[config.mk]
export PLATFORM = sky130hd
export DESIGN_NAME = visor_bp_unit
export DESIGN_NICKNAME = d
export VERILOG_FILES = /design/src/rtl/visor_bp_pkg.sv /design/src/rtl/visor_bp_chan.sv /design/src/rtl/visor_bp_unit.sv
export SDC_FILE = /design/constraint.sdc
export NUM_CORES = 1
export LEC_CHECK = 0
export ABC_AREA = 1
export CORE_MARGIN = 4
export CORE_UTILIZATION = 51
export CTS_CLUSTER_SIZE = 28
export DETAILED_ROUTE_END_ITERATION = 7
export PLACE_DENSITY = 0.84
export SKIP_LAST_GASP = 1
export SYNTH_ARGS = -nofsm -noshare
export SYNTH_HDL_FRONTEND = slang
export SYNTH_SLANG_ARGS = --single-unit
[constraint.sdc]
create_clock -name sysclk -period 2.15 [get_ports sysclk]
set_input_delay 0.3225 -clock sysclk [delete_from_list [all_inputs] [get_ports sysclk]]
set_output_delay 0.3225 -clock sysclk [all_outputs]
set_load 0.02 [all_outputs]
[src/rtl/visor_bp_pkg.sv]
// visor_bp_pkg -- shared definitions for the visor breakpoint unit.
//
// Contents:
//   bp_state_t  : breakpoint FSM encoding (RUN, PEND, HALT, STEP)
//   idx_width() : width of a channel index, max(1, $clog2(n)), usable in
//                 constant expressions such as port widths.
//
// Optional feature macro used by files importing this package:
//   VISOR_BP_PASSCOUNT_EN -- per-channel pass counters.
package visor_bp_pkg;

  typedef enum logic [1:0] {
    ST_RUN  = 2'd0,  // target free-running, comparators armed
    ST_PEND = 2'd1,  // match seen, waiting for the exec cycle
    ST_HALT = 2'd2,  // target stalled, ready withheld
    ST_STEP = 2'd3   // releasing exactly one exec, then back to HALT
  } bp_state_t;

  function automatic int unsigned idx_width(input int unsigned n);
    return (n <= 1) ? 1 : $clog2(n);
  endfunction

endpackage

[src/rtl/visor_bp_chan.sv]
// visor_bp_chan -- one breakpoint channel: enable, address and pass count
// registers plus the address comparator.
//
// Configuration macro: VISOR_BP_PASSCOUNT_EN
//   defined   : a pass counter is kept; i_dec decrements it, saturating at 0.
//   undefined : no counter registers; o_count_zero is tied high so every
//               qualified hit halts, and i_cfg_count / i_dec are unused.
//
// Ports:
//   i_clk, i_rst        clock, asynchronous active-high reset
//   i_cfg_we            load enable/address/count this cycle
//   i_cfg_addr/count/en configuration values
//   i_addr              target fetch address being compared
//   i_dec               consume one pass of this channel
//   o_match             channel enabled and address equal
//   o_count_zero        pass count exhausted (next qualified hit halts)
module visor_bp_chan
  import visor_bp_pkg::*;
#(
  parameter int ADDR_WIDTH  = 16,
  parameter int COUNT_WIDTH = 8
) (
  input  logic                   i_clk,
  input  logic                   i_rst,
  input  logic                   i_cfg_we,
  input  logic [ADDR_WIDTH-1:0]  i_cfg_addr,
  input  logic [COUNT_WIDTH-1:0] i_cfg_count,
  input  logic                   i_cfg_en,
  input  logic [ADDR_WIDTH-1:0]  i_addr,
  input  logic                   i_dec,
  output logic                   o_match,
  output logic                   o_count_zero
);

  logic                  r_en;
  logic [ADDR_WIDTH-1:0] r_addr;

  always_ff @(posedge i_clk or posedge i_rst) begin
    if (i_rst) begin
      r_en   <= 1'b0;
      r_addr <= '0;
    end else if (i_cfg_we) begin
      r_en   <= i_cfg_en;
      r_addr <= i_cfg_addr;
    end
  end

  // A disabled channel never matches, whatever its stored address.
  assign o_match = r_en && (i_addr == r_addr);

`ifdef VISOR_BP_PASSCOUNT_EN
  logic [COUNT_WIDTH-1:0] r_count;

  always_ff @(posedge i_clk or posedge i_rst) begin
    if (i_rst) begin
      r_count <= '0;
    end else if (i_cfg_we) begin
      r_count <= i_cfg_count;
    end else if (i_dec && (r_count != '0)) begin
      // Saturating: a stray decrement at zero must not wrap to all-ones.
      r_count <= r_count - COUNT_WIDTH'(1);
    end
  end

  assign o_count_zero = (r_count == '0);
`else
  logic w_unused_cnt;

  assign w_unused_cnt = ^{i_cfg_count, i_dec};
  assign o_count_zero = 1'b1;
`endif

endmodule

[src/rtl/visor_bp_unit.sv]
// visor_bp_unit -- instruction-fetch breakpoint unit for a visor-controlled
// target. NUM_BP channels compare the fetch address; a lowest-index priority
// encoder picks the hit channel and a four-state FSM stalls the target by
// withholding fetch ready.
//
// Configuration macro: VISOR_BP_PASSCOUNT_EN (see visor_bp_chan). Without it
// every qualified hit halts immediately.
//
// Ports:
//   sysclk, sysreset        clock, asynchronous active-high reset
//   tg_code_addr            target fetch address
//   tg_enable_exec          target executes the fetched instruction this cycle
//   rom_code_ready          ready from code ROM
//   tg_code_ready           ready to target (ROM ready, forced low in HALT)
//   cfg_wr/sel/addr/count/en channel configuration write
//   step_req, resume        visor commands, acted on only in HALT
//   bp_hit                  target halted
//   hit_index               channel responsible for the current halt
//   step_done               one-cycle pulse after a single step completes
//   dbg_state               current FSM state
//
// Fetch handshake: the target fetch completes in a cycle where
// tg_code_ready is high. This unit never delays ready -- tg_code_ready is a
// purely combinational copy of rom_code_ready -- except in HALT, where it is
// held low so the target cannot advance; the target keeps its address stable
// until ready is seen.
module visor_bp_unit
  import visor_bp_pkg::*;
#(
  parameter  int NUM_BP      = 4,
  parameter  int ADDR_WIDTH  = 16,
  parameter  int COUNT_WIDTH = 8,
  localparam int IW          = idx_width(NUM_BP)
) (
  input  logic                   sysclk,
  input  logic                   sysreset,
  input  logic [ADDR_WIDTH-1:0]  tg_code_addr,
  input  logic                   tg_enable_exec,
  input  logic                   rom_code_ready,
  output logic                   tg_code_ready,
  input  logic                   cfg_wr,
  input  logic [IW-1:0]          cfg_sel,
  input  logic [ADDR_WIDTH-1:0]  cfg_addr,
  input  logic [COUNT_WIDTH-1:0] cfg_count,
  input  logic                   cfg_en,
  input  logic                   step_req,
  input  logic                   resume,
  output logic                   bp_hit,
  output logic [IW-1:0]          hit_index,
  output logic                   step_done,
  output bp_state_t              dbg_state
);

  bp_state_t       r_state;
  logic [IW-1:0]   r_pend_idx;
  logic [IW-1:0]   r_hit_idx;
  logic            r_step_done;

  logic [NUM_BP-1:0] w_cfg_we;
  logic [NUM_BP-1:0] w_match;
  logic [NUM_BP-1:0] w_cnt_zero;
  logic [NUM_BP-1:0] w_dec;

  logic            w_any_match;
  logic [IW-1:0]   w_enc_idx;
  logic            w_zero_enc;
  logic            w_zero_pend;

  bp_state_t       w_next_state;
  logic            w_pend_load;
  logic            w_halt_load;
  logic [IW-1:0]   w_halt_idx;
  logic            w_dec_req;
  logic [IW-1:0]   w_dec_idx;
  logic            w_step_fin;

  // ---------------------------------------------------------------- channels
  for (genvar g = 0; g < NUM_BP; g++) begin : g_chan
    assign w_cfg_we[g] = cfg_wr && (cfg_sel == IW'(g));
    assign w_dec[g]    = w_dec_req && (w_dec_idx == IW'(g));

    visor_bp_chan #(
      .ADDR_WIDTH  (ADDR_WIDTH),
      .COUNT_WIDTH (COUNT_WIDTH)
    ) u_chan (
      .i_clk        (sysclk),
      .i_rst        (sysreset),
      .i_cfg_we     (w_cfg_we[g]),
      .i_cfg_addr   (cfg_addr),
      .i_cfg_count  (cfg_count),
      .i_cfg_en     (cfg_en),
      .i_addr       (tg_code_addr),
      .i_dec        (w_dec[g]),
      .o_match      (w_match[g]),
      .o_count_zero (w_cnt_zero[g])
    );
  end

  // ------------------------------------------------------- priority encoder
  // Scanning downward leaves the lowest matching index in w_enc_idx.
  always_comb begin
    w_any_match = |w_match;
    w_enc_idx   = '0;
    for (int i = NUM_BP - 1; i >= 0; i--) begin
      if (w_match[i]) w_enc_idx = IW'(i);
    end
  end

  // Count-exhausted flag of the freshly encoded channel (hit and exec in the
  // same cycle) and of the channel latched on entry to PEND.
  always_comb begin
    w_zero_enc  = 1'b1;
    w_zero_pend = 1'b1;
    for (int i = 0; i < NUM_BP; i++) begin
      if (w_enc_idx == IW'(i))  w_zero_enc  = w_cnt_zero[i];
      if (r_pend_idx == IW'(i)) w_zero_pend = w_cnt_zero[i];
    end
  end

  // -------------------------------------------------------------------- FSM
  always_comb begin
    w_next_state = r_state;
    w_pend_load  = 1'b0;
    w_halt_load  = 1'b0;
    w_halt_idx   = r_pend_idx;
    w_dec_req    = 1'b0;
    w_dec_idx    = r_pend_idx;
    w_step_fin   = 1'b0;

    if (cfg_wr) begin
      // Reconfiguration abandons any pending hit, halt or step.
      w_next_state = ST_RUN;
    end else begin
      unique case (r_state)
        ST_RUN: begin
          if (w_any_match) begin
            if (tg_enable_exec) begin
              // Exec lands in the match cycle: resolve without visiting PEND.
              if (w_zero_enc) begin
                w_next_state = ST_HALT;
                w_halt_load  = 1'b1;
                w_halt_idx   = w_enc_idx;
              end else begin
                w_dec_req    = 1'b1;
                w_dec_idx    = w_enc_idx;
              end
            end else begin
              w_next_state = ST_PEND;
              w_pend_load  = 1'b1;
            end
          end
        end
        ST_PEND: begin
          if (tg_enable_exec) begin
            if (w_zero_pend) begin
              w_next_state = ST_HALT;
              w_halt_load  = 1'b1;
            end else begin
              w_next_state = ST_RUN;
              w_dec_req    = 1'b1;
            end
          end
        end
        ST_HALT: begin
          // Step wins when both commands arrive together.
          if (step_req)    w_next_state = ST_STEP;
          else if (resume) w_next_state = ST_RUN;
        end
        ST_STEP: begin
          // Comparator hits are ignored here so the step can leave the
          // breakpoint address without re-triggering on it.
          if (tg_enable_exec) begin
            w_next_state = ST_HALT;
            w_step_fin   = 1'b1;
          end
        end
        default: w_next_state = ST_RUN;
      endcase
    end
  end

  always_ff @(posedge sysclk or posedge sysreset) begin
    if (sysreset) begin
      r_state     <= ST_RUN;
      r_pend_idx  <= '0;
      r_hit_idx   <= '0;
      r_step_done <= 1'b0;
    end else begin
      r_state     <= w_next_state;
      r_step_done <= w_step_fin;
      if (w_pend_load) r_pend_idx <= w_enc_idx;
      if (w_halt_load) r_hit_idx  <= w_halt_idx;
    end
  end

  // ---------------------------------------------------------------- outputs
  assign bp_hit        = (r_state == ST_HALT);
  assign tg_code_ready = (r_state == ST_HALT) ? 1'b0 : rom_code_ready;
  assign hit_index     = r_hit_idx;
  assign step_done     = r_step_done;
  assign dbg_state     = r_state;

endmodule

==> results.md <==
- At the end of routability-driven placement, the weighted congestion stood at between 1 and 1.5.
- In this run the post-CTS setup repair buffer count came out at 0.
- The final routed DRC violation total is 0.
- By area the synthesized netlist is led by dfrtp_1 (41%), nand2_1 (21%), inv_1 (8.1%).
- The I/O pin count is 57.
- The wire-length estimate of the detail-placed layout is between 10 and 15 mm.
- The overall die height is 103 um.
- The synthesized area per cell is roughly 6.6 um2.
- The most common flop cell mapped by yosys is dfrtp_1.
- Setup repair after global routing left no endpoint under its margin.
- The fraction of final layout cells with drive strength greater than 1 is 9.23%.
- The worst hold path belongs to the class input port to async pin.
- The worst setup path is captured at a primary output.
- Between clock sinks in the finished design, the worst skew comes to approximately 7.7 ps.
- Clock tree synthesis inserted a total of 9 buffers.
- The register bit count reported by yosys is 75.
- The count of pins over their slew limit is 0.
- The synthesized design spends more area on one cell type than any other, namely dfrtp_1.
- The met3 track demand over resource is ~4.6%.
- The number of nets in the layout is 814.
- Counting every instance in the synthesized netlist gives 704.
- The number of buffers inserted by hold repair at cts is 0.
- The post-placement cell area is roughly 0.0053 mm2.
- Derived from the worst setup path, the maximum achievable clock frequency is ~500 MHz.
- Dividing the final minimum period by the clock period gives between 90% and 100%.
- The worst-case clock buffer depth is 2.
- The number of gates resized after CTS is 0.
- Across all hold checks on the routed design, the worst slack comes to slightly above 400 ps.
- The count of yosys warnings during synthesis is 0.
- In the global route stage, overall resource usage came out at 26.7%.
- Once detail routing completed, the nets flagged for antenna violations numbered 0.
- The number of nets in the synthesized netlist is between 700 and 800.
- The analysis attributes to cell leakage a power of 2.90 nW.
- From synthesis to final layout, the design area changed by 18.7%.
- The post-synthesis cell type count is 35.
- Data on the critical path arrives at its endpoint at between 1500 and 2000 ps.
- Along the worst path, the maximum fanout reaches 5.
- The via total after detailed routing is approximately 4600.
- The number of enable-type register cells in the synthesized netlist is 0.
- The initial cell density of the core is ~53%.
- The flow ran to the end, and the final reports show no timing, DRC or antenna violations.
- Sorting the synthesized cells by how often they occur yields nand2_1 (258), inv_1 (100), dfrtp_1 (75), nor2_1 (75), o21ai_0 (75).
- The core region is just under 0.009 mm2.
- Setup violations remaining at the end of the flow were counted as 0.
- The aggregate global routing overflow is 0.
- The critical path is of the flip-flop to primary output type.
- The library cell with the highest instance count after synthesis is nand2_1.
- The die covers 0.0106 mm2.
- The first global-routing pass estimated roughly 22 mm of wire.
- The number of global-route vias before repair is about 4300.
- The power per cell area is 750 mW/mm2.
- For this run, global-route usage on met1 was measured as 34.7%.
- TritonCTS built the clock tree.
- The clock root buffer is clkbuf_8.
- The fill cell instance count of the final layout is 804.
- The H-tree was split into 3 levels.
- The data required time of the critical path is 1830 ps.
- The later pin in the worst-skew pair is clocked with a latency of ~360 ps.
- The worst relative slew slack is a little under three quarters.
- The time the final worst path needs with I/O delays and setup is between 1500 and 2000 ps.
- The layer flagged by global routing as most heavily used is met2.
- The share of synthesized registers carrying an async set or reset is 100%.
- The pin slew with the least headroom to its limit is 430 ps.
- The via-per-instance ratio is approximately 5.2.
- The multi-input combinational cell area is between 0.002 and 0.0025 mm2.
- The average detailed-routed wire length per instance is approximately 15 um.
- The number of antenna violations at the first check in global routing is 0.
- The floorplan step set the die width to around 100 um.
- Clock tree synthesis found a total of 75 sinks.
- For the final routed database, the setup TNS stands at 0 ps.
- The final count of hold timing violations is 0.
- The antenna cell count is 0.
- After routing the design area is roughly 0.0055 mm2.
- In this run the core area contains 34 standard-cell rows.
- The register area is 0.00188 mm2.
- For this run, global-route usage on met2 was measured as 45.8%.
- The pre-antenna-repair detailed-routing pass consisted of 6 iterations.
- The total wirelength of the detailed-routed design is 13.3 mm.
- The top cell type by area accounts for between 40% and 50% of the synthesized area.
- The mapped cell area is approximately 0.0046 mm2.
- The sequential cell area fraction in the yosys report is 40.7%.
- After clock tree synthesis, the clock-pin slew on the worst setup and hold paths is roughly 80 ps.
- For this block, the initial DRC count from the detailed router was about 360.
- The number of port buffers is 48.
- The maximum number of pins on one net before global-route repair is 76.
- VDD sags by at most approximately 370 uV.
- The startpoint class of the critical path is a flip-flop.
- The max-capacitance violation count is 0.
[report_power, final]
| group | switching, mW | internal, mW | leakage, nW |
|---|---|---|---|
| Combinational | 0.761 | 0.512 | 1.88 |
| Clock | 0.569 | 0.419 | 0.0822 |
| Sequential | 0.207 | 1.64 | 0.937 |
| Total | 1.54 | 2.57 | 2.90 |
[through the flow]
stage	utilization [%]	power (mW)	instances	setup WS [ps]
global route	62.5	4.38	877	96.3
finish	62.5	4.11	877	176
global placement	60.6	3.08	861	23.4
CTS	62.5	4.12	877	165
floorplan	-	2.64	704	490
detailed placement	60.6	3.13	861	-11.3
[final cells by class]
cell class              count  share of cell area [%]
multi-input cells         497                    40.7
well taps                 108                    2.47
flip-flops and latches     75                    34.2
clock buffers              10                    2.33
inverters                 114                    7.88
repair buffers             67                    11.6
clock inverters             6                   0.776
[sequential cells by signal, summed over array words and instances (netlist names)]
register	cells
g_chan.u_chan.r_addr	64
r_pend_idx	2
hit_index	2
dbg_state	2
g_chan.u_chan.r_en	4
step_done	1
[worst max-delay path, cell delays in order (launching register included)]
cell             delay, ps
dfrtp_1                410
inv_1                   90
nor2_1                 160
clkdlybuf4s50_1        630
[routing by layer]
metal,vias up,wire [um]
met4,0,229
met1,2109,5690
met3,21,939
met5,-,0
met2,160,6430
li1,2261,-
[placed cells by master, fill, tap and decap left out, drive strengths merged, types with 2 or more instances in the layout]
cell	synthesis	final
nand2	268	268
nor2	82	82
nand4	12	12
clkbuf	13	10
a21oi	2	2
xnor2	12	12
nor3	3	3
a21boi	4	4
inv	113	112
dfrtp	75	75
nand3	16	16
o21ai	81	81
or2	2	2
clkdlybuf4s50	0	48
nand3b	7	7
clkinv	1	5
buf	5	19
clkinvlp	0	3
[final timing paths]
path,slack (ps),from,depth (start not counted),end
max in group asynchronous,1420,sysreset,3,g_chan[0].u_chan.r_addr[12]
min,410,sysreset,3,g_chan[1].u_chan.r_addr[10]
max reg2reg,460,g_chan[0].u_chan.r_addr[11],11,r_pend_idx[0]
max,180,dbg_state[1],3,bp_hit
min in group sysclk,490,hit_index[0],2,hit_index[0]
min reg2reg,490,hit_index[0],2,hit_index[0]
[cells by family after synthesis]
group	count (synthesis)	share of synthesized area, %
simple gates	396	35.9
buf+inv	132	11.0
compound gates	89	10.1
flops	75	40.7
xor+xnor	12	2.28
No activity file was read; power rests on OpenSTA's default activity.
